--- src/rtl/regfile_ctrl_pkg.sv ---
// Purpose: shared types and sizes for the register-file writeback control slice.
// Latency: n/a (types and constants only).
// Backpressure: n/a.
// Contents: REG_IDX_W/NREGS sizing, requester id enum, default-width writeback request struct.
package regfile_ctrl_pkg;

    localparam int REG_IDX_W = 4;
    localparam int NREGS     = 16;
    localparam int DATA_W    = 32;

    typedef enum logic {
        REQ_A = 1'b0,   // ALU / execute result
        REQ_B = 1'b1    // load data returning from memory
    } req_id_t;

    // Default-width writeback request; the arbiter re-declares the same
    // layout at its own data width.
    typedef struct packed {
        logic [REG_IDX_W-1:0] rd;
        logic [DATA_W-1:0]    data;
    } wb_req_t;

endpackage

--- src/rtl/regfile_scoreboard.sv ---
// Purpose: per-register pending bits for outstanding loads; flags decode reads of pending registers.
// Latency: set/clear take effect at the edge they are presented; stall is combinational from pending.
// Backpressure: none; stall is advisory to decode.
// Ports: clk/rst (sync, active-high); set_vld/set_idx reserve a register;
//        clr_vld/clr_idx release it; r_sel1/r_sel2 read selects; stall lookup result.
module regfile_scoreboard
    import regfile_ctrl_pkg::*;
(
    input  logic                 clk,
    input  logic                 rst,
    input  logic                 set_vld,
    input  logic [REG_IDX_W-1:0] set_idx,
    input  logic                 clr_vld,
    input  logic [REG_IDX_W-1:0] clr_idx,
    input  logic [REG_IDX_W-1:0] r_sel1,
    input  logic [REG_IDX_W-1:0] r_sel2,
    output logic                 stall
);

    logic [NREGS-1:0] pending;
    logic [NREGS-1:0] set_mask;
    logic [NREGS-1:0] clr_mask;

    // x0 is never reserved, so pending[0] can never leave zero.
    always_comb begin
        set_mask = '0;
        clr_mask = '0;
        if (set_vld && (set_idx != '0)) begin
            set_mask[set_idx] = 1'b1;
        end
        if (clr_vld) begin
            clr_mask[clr_idx] = 1'b1;
        end
    end

    // Clear is applied before set so a new reservation of the register
    // being written back in the same edge survives.
    always_ff @(posedge clk) begin
        if (rst) begin
            pending <= '0;
        end else begin
            pending <= (pending & ~clr_mask) | set_mask;
        end
    end

    assign stall = pending[r_sel1] | pending[r_sel2];

endmodule

--- src/rtl/regfile_write_arbiter.sv ---
// Purpose: arbitrates ALU (A) and load (B) writebacks onto the single register-file write port; tracks load-pending registers.
// Latency: 1 cycle from valid&ready to wr_en/write_register/write_value; 1 write per cycle.
// Backpressure: loser of a contention sees ready=0 and holds its request; the register file never backpressures.
// Ports: clk/rst (sync, active-high); a_* ALU request; b_* load request; rsv_* load reservation;
//        r_sel1/r_sel2/stall decode scoreboard lookup; wr_en/write_register/write_value to the file.
// Option: REGFILE_ARB_ROUND_ROBIN_EN selects round-robin between A and B; undefined gives fixed B priority.
module regfile_write_arbiter
    import regfile_ctrl_pkg::*;
#(
    parameter int size = 32
)
(
    input  logic                 clk,
    input  logic                 rst,
    input  logic                 a_valid,
    input  logic [REG_IDX_W-1:0] a_rd,
    input  logic [size-1:0]      a_data,
    output logic                 a_ready,
    input  logic                 b_valid,
    input  logic [REG_IDX_W-1:0] b_rd,
    input  logic [size-1:0]      b_data,
    output logic                 b_ready,
    input  logic                 rsv_valid,
    input  logic [REG_IDX_W-1:0] rsv_reg,
    input  logic [REG_IDX_W-1:0] r_sel1,
    input  logic [REG_IDX_W-1:0] r_sel2,
    output logic                 stall,
    output logic                 wr_en,
    output logic [REG_IDX_W-1:0] write_register,
    output logic [size-1:0]      write_value
);

    typedef struct packed {
        logic [REG_IDX_W-1:0] rd;
        logic [size-1:0]      data;
    } wb_req_sz_t;

    wb_req_sz_t req_a;
    wb_req_sz_t req_b;
    wb_req_sz_t req_sel;
    logic       a_wins;
    logic       grant;
    logic       b_wr_q;     // the write now on the port came from the load side

    assign req_a = {a_rd, a_data};
    assign req_b = {b_rd, b_data};

`ifdef REGFILE_ARB_ROUND_ROBIN_EN
    req_id_t last_grant;

    // Reset to "A granted last" so the first contention goes to B.
    always_ff @(posedge clk) begin
        if (rst) begin
            last_grant <= REQ_A;
        end else if (a_ready) begin
            last_grant <= REQ_A;
        end else if (b_ready) begin
            last_grant <= REQ_B;
        end
    end

    assign a_wins = (last_grant == REQ_B);
`else
    assign a_wins = 1'b0;
`endif

    // a_wins only matters when both requesters are valid.
    always_comb begin
        a_ready = 1'b0;
        b_ready = 1'b0;
        if (!rst) begin
            if (a_valid && (!b_valid || a_wins)) begin
                a_ready = 1'b1;
            end else if (b_valid) begin
                b_ready = 1'b1;
            end
        end
    end

    assign grant   = a_ready | b_ready;
    assign req_sel = a_ready ? req_a : req_b;

    // rd==0 is consumed but never written; index/data still follow the
    // grant so the port reflects the last accepted request.
    always_ff @(posedge clk) begin
        if (rst) begin
            wr_en          <= 1'b0;
            write_register <= '0;
            write_value    <= '0;
            b_wr_q         <= 1'b0;
        end else begin
            wr_en  <= grant && (req_sel.rd != '0);
            b_wr_q <= b_ready && (b_rd != '0);
            if (grant) begin
                write_register <= req_sel.rd;
                write_value    <= req_sel.data;
            end
        end
    end

    // The pending bit is released at the end of the wr_en cycle, once the
    // file actually holds the load value.
    regfile_scoreboard u_scoreboard (
        .clk     (clk),
        .rst     (rst),
        .set_vld (rsv_valid),
        .set_idx (rsv_reg),
        .clr_vld (b_wr_q),
        .clr_idx (write_register),
        .r_sel1  (r_sel1),
        .r_sel2  (r_sel2),
        .stall   (stall)
    );

endmodule

--- config.mk ---
export PLATFORM = sky130hd
export DESIGN_NAME = regfile_write_arbiter
export DESIGN_NICKNAME = d
export VERILOG_FILES = /design/src/rtl/regfile_ctrl_pkg.sv /design/src/rtl/regfile_scoreboard.sv /design/src/rtl/regfile_write_arbiter.sv
export SDC_FILE = /design/constraint.sdc
export NUM_CORES = 1
export LEC_CHECK = 0
export ABC_AREA = 1
export ABC_CLOCK_PERIOD_IN_PS = 1250
export CAP_MARGIN = 10
export CORE_ASPECT_RATIO = 1.2
export CORE_MARGIN = 4
export CORE_UTILIZATION = 44
export CTS_CLUSTER_SIZE = 16
export DETAILED_ROUTE_END_ITERATION = 10
export DONT_BUFFER_PORTS = 1
export PLACE_DENSITY = 0.6
export SETUP_SLACK_MARGIN = 0.02
export SYNTH_ARGS = -nofsm -noshare
export SYNTH_HDL_FRONTEND = slang
export SYNTH_SLANG_ARGS = --single-unit
--- constraint.sdc ---
create_clock -name clk -period 1.25 [get_ports clk]
set_input_delay 0.25 -clock clk [delete_from_list [all_inputs] [get_ports clk]]
set_output_delay 0.25 -clock clk [all_outputs]
set_load 0.1 [all_outputs]
# Word-level counts from Yosys, hierarchy flattened
# Cells that the tools add are included.
totals:
  ff_bits: 54
  output_inout_bits: 40
classes:
  n_lt_le_gt_ge: 6
  muxes: 16
  n_bitwise: 5
  reduce_logical: 10
op_table:
  columns: ["cell", "n"]
  rows:
  - ["$mux 36", 1]
  - ["$mux 16", 2]
  - ["$lt 4x5->1 const B", 4]
  - ["$and 16x16->16", 1]
  - ["$not 16->16", 1]
  - ["$or 16x16->16", 1]
  - ["$reduce_bool 4->1", 3]
  - ["$mux 1", 9]
  - ["$bmux 1 s4", 2]
  - ["$demux 1 s4", 2]
  - ["$ge 4x1->1 const B", 2]
  - ["$logic_and 1x1->1", 6]
  - ["$or 1x1->1", 2]
  - ["$logic_not 1->1", 1]

# Depth between registers and ports, before layout
logic_depth:
  word_depth: 8
  ltp_mapped: 9

# By module
# From an unflattened synthesis, not the netlist that was laid out.
hier_totals:
  cells_unflattened: 444
  hier_area_um2: 2851.5
by_module_without_submodules:
  columns: ["mod", "instances", "cells_per_inst", "area_per_inst_um2"]
  rows:
  - ["regfile_write_arbiter", 1, 252, 1725.4]
  - ["regfile_scoreboard", 1, 192, 1126.1]

# Worst setup path before layout
# Ideal clock, no wire load.
synth_path:
  path_type: "in2reg"
  from: "input port rst"
  to: "register write_value[23]"
  arrival_time_ns: 1.912
  t_required_ns: 1.132
  slack_ns: -0.780
  stages: 8
  path_buffers: 2
  cell_sequence: "buf_6 -> nor2_2 -> inv_1 -> nand2_2 -> buf_2 -> nand3_1 -> o211ai_1 -> inv_1"
synth_between:
  elab_chain_cells: 2
synth_rtl:
  columns: ["element", "line_no", "source"]
  rows:
  - ["start: declaration", "regfile_write_arbiter.sv:14", "input logic rst,"]
  - ["$mux 1", "regfile_write_arbiter.sv:71", "if (!rst) begin"]
  - ["net b_ready", "regfile_write_arbiter.sv:22", "output logic b_ready,"]
  - ["$or 1x1->1", "regfile_write_arbiter.sv:80", "assign grant = a_ready | b_ready;"]
  - ["end signal: assignment", "regfile_write_arbiter.sv:96", "write_value <= req_sel.data;"]
  - ["end: declaration", "regfile_write_arbiter.sv:30", "output logic [size-1:0] write_value"]
# The timed path passes the listed nets, and every way through them passes these cells.
# A chain may end at the register's enable or synchronous reset.

# Worst setup path in the final report
layout_path:
  from: "register u_scoreboard.pending[8]"
  to: "output port stall"
layout_between:
  elab_chain_cells: 3
layout_rtl:
  columns: ["element", "line_no", "source"]
  rows:
  - ["start: declaration", "regfile_scoreboard.sv:20", "logic [NREGS-1:0] pending;"]
  - ["start signal: assignment", "regfile_scoreboard.sv:42", "pending <= (pending & ~clr_mask) | set_mask;"]
  - ["$bmux 1 s4", "regfile_scoreboard.sv:46", "assign stall = pending[r_sel1] | pending[r_sel2];"]
  - ["$mux 1 (not written as such)", "regfile_scoreboard.sv:46", null]
  - ["$or 1x1->1 *", "regfile_scoreboard.sv:46", null]
  - ["end: declaration", "regfile_write_arbiter.sv:27", "output logic stall,"]
# Every way passes the cells marked *; elsewhere a longest branch is shown, timed or not. The select of a mux whose other input is x is not followed.

==> flow_summary.yaml <==
timing:
  finalSetupViolations: 1
  min_period_ns: 1.58
  layout_setup_ws_ns: -0.327
  rsz0062_at_grt: "true"
  max_slew_margin: 0.640
  period_share: 1.26
  clock_skew_ns: 0.00797
  fmax_ghz: 0.634
  final_max_slew_viol_count: 0
  tightest_slew_ns: 0.538
  finalHoldViolCount: 0
route:
  drtAntennaViolNets: 0
  wl_um: 8070
  drtPass1Iterations: 4
  drt_iter0_markers: 111
  vias: 2885
  drc: 0
  wl_per_cell_um: 14.7
  vias_per_cell: 5.26
synthesis:
  yosysUniqueCellTypes: 24
  postSynthCellCount: 430
  synth_top_area_frac: 0.381
  syn_area_per_cell_um2: 6.60
  ys_seq_area_frac: 0.381
  synth_top_flop_cell: "dfxtp_1"
  synth_area_leader_cell: "dfxtp_1"
  ys_async_sr_fraction: 0
  synth_area_mm2: 0.00284
  synth_most_common_cell: "nand2_1"
  yosys_warnings: 0
  synth_edf_count: 0
  synth.ff_latch_count: 54
  synthTopCellsByArea: "dfxtp_1, nand2_1, nand3_1"
  synth_nets: 519
  synthTopCellsByCount: "nand2_1, inv_1, nand3_1"
floorplanning:
  core-area_mm2: 0.00617
  initial_core_util: 0.460
  die_y_um: 96.0
  die-area_mm2: 0.00780
  dieWidth_um: 81.3
  rows: 31
  io_pins: 129
global_route:
  grt_pass1_wl_um: 13100
  grt_pass1_vias: 2797
  grtUsageTotal: 0.214
  antenna_found_initial: 0
  grt_overflow_total: 0
  grt_max_degree: 37
finish:
  fillers: 545
  nets: 554
  multiInputGateArea_mm2: 0.00143
  antenna_cells: 0
  final-seq-area_mm2: 0.00111
  final_util: 0.628
  syn_to_final_growth_pct: 36.6
  drive_gt1_frac: 0.221
run_status:
  violations: "negative setup slack"
  status: "finished, violations left"
critical_path:
  crit_path_start_kind: "flip-flop"
  r2r_slack_ns: 0.21
  r2r-end: "u_scoreboard.pending[6]$_SDFF_PP0_"
  path_common_cell: "nand2_1"
  worstPathMaxFanout: 2
  crit_required_ns: 1.00
  cp-end-kind: "output port"
  crit_type: "reg2out"
  reg2regPathDepth: 5
  worstPathCellList: "inv_1 > nand2_1 > nand3_1 > nand3_1 > nand2_1 > nand2_1 > nand2_2 > nand2_8"
  worstReg2RegStart: "write_register[1]$_SDFFE_PP0P_"
  crit_slowest_cell: "dfxtp_2"
  cp_data_arrival_time_ns: 1.33
  slowest_delay_ns: 0.33
clock_network:
  clkLatencyLatePin_ns: 0.31
  path_clk_slew_ns: 0.09
  cts-root-buf: "clkbuf_8"
  cts.htree.levels: 2
  cts_buffer_depth: 2
  clock-sinks: 54
  cts_tree: "yes"
  cts_buffers: 5
place:
  io_buffers: 0
  dp_hpwl_um: 6410
  gp_congestion: 0.801
hold_path:
  hold_class: "in2reg"
  min_to: "write_value[2]$_SDFFE_PP0P_"
  min_from: "b_data[2]"
  hold_depth: 2
power_and_ir_drop:
  power.net_switching_uw: 1960
  p_int_uw: 3080
  p_leak_uw: 0.00181
  total_power_uw: 5030
  irDropWorstVdd_mv: 0.741
  swShare: 0.389
  seq_power_share: 0.390
  power_frac_comb: 0.382
  clock_power_share: 0.228
  power_density_mw_per_mm2: 1300
flow_run:
  maxCapViolations: 0
final cells by class:
class,instances,share of cell area
inverter,72,0.0720
multi-input combinational,282,0.369
sequential,54,0.287
clock buffer,7,0.0197
tap,82,0.0265
clock inverter,1,0.00775
timing repair buffer,50,0.218
placed cells by master (no fill, tap or decap), drive strengths merged:
cell type,synthesis,routed
dfxtp,54,54
a21oi,46,46
nand3b,2,2
nand4,1,1
nor2,13,13
nand3,62,62
nand2,110,110
clkbuf,4,7
clkinv,1,1
and3,1,1
a41oi,1,1
inv,71,71
o21ai,20,20
buf,18,49
dlygate4sd3,0,1
bufinv,0,1
o211ai,26,26
critical path, delay by kind of cell, from the launching register on:
family / cells / cell delay (ns)
simple gates: 7 / 0.60
buf+inv: 1 / 0.09
flops: 1 / 0.33
cells by family after synthesis:
group / synth area share
and+or+nand+nor: 0.288
buffers and inverters: 0.142
AOI/OAI and AO/OA: 0.188
DFF: 0.381
power by group through the flow:
stage / logic (uW) / registers (uW) / clock network (uW)
after global routing: 2020 / 1980 / 1260
after floorplan: 533 / 2780 / 0
after detailed placement: 1910 / 2000 / 0
after CTS: 1930 / 1960 / 1200
after global placement: 1890 / 1990 / 0
final: 1920 / 1960 / 1150
worst max path at each step:
stage | from | to | slack (ns) | cells after the start
5_1_grt | u_scoreboard.pending[5]$_SDFF_PP0_ | stall | -0.39 | 8
4_1_cts | u_scoreboard.pending[5]$_SDFF_PP0_ | stall | -0.31 | 8
6_report | u_scoreboard.pending[8]$_SDFF_PP0_ | stall | -0.33 | 8
3_3_place_gp | b_valid | wr_en$_SDFF_PP0_ | 0.03 | 7
3_5_place_dp | b_valid | write_value[5]$_SDFFE_PP0P_ | -0.01 | 7
2_1_floorplan | rst | write_value[10]$_SDFFE_PP0P_ | -0.29 | 8
stage by stage:
step	setup TNS (ns)	hold WS [ns]	cell area, um^2	std cells	setup WS (ns)
6_report	-0.327	0.0844	3870	548	-0.327
5_1_grt	-0.387	0.0751	3870	548	-0.387
4_1_cts	-0.307	0.0666	3850	548	-0.307
3_5_place_dp	-0.0345	0.326	3710	539	-0.0133
3_3_place_gp	0	0.326	3710	539	0.0259
2_1_floorplan	-10.14	0.398	2940	430	-0.286
sequential cells by signal (all words and copies together) (netlist names):
name,cells
write_value,32
write_register,4
b_wr_q,1
u_scoreboard.pending,16
wr_en,1
repair_timing:
action                                  CTS  global route
endpoints found under the setup margin    5             1
setup buffers                             0             0
hold buffers                              1             0
gates resized for setup                  19             9
endpoints found under the hold margin    15             0
pin swaps                                 6             7
routing by layer:
layer	part of all wire	up-vias	global-route usage
met2	0.51	99	0.376
met1	0.38	1304	0.245
met3	0.076	16	0.0571
li1	-	1466	-
met5	0	-	0
met4	0.025	0	0.0831
No activity file was read; power rests on OpenSTA's default activity.
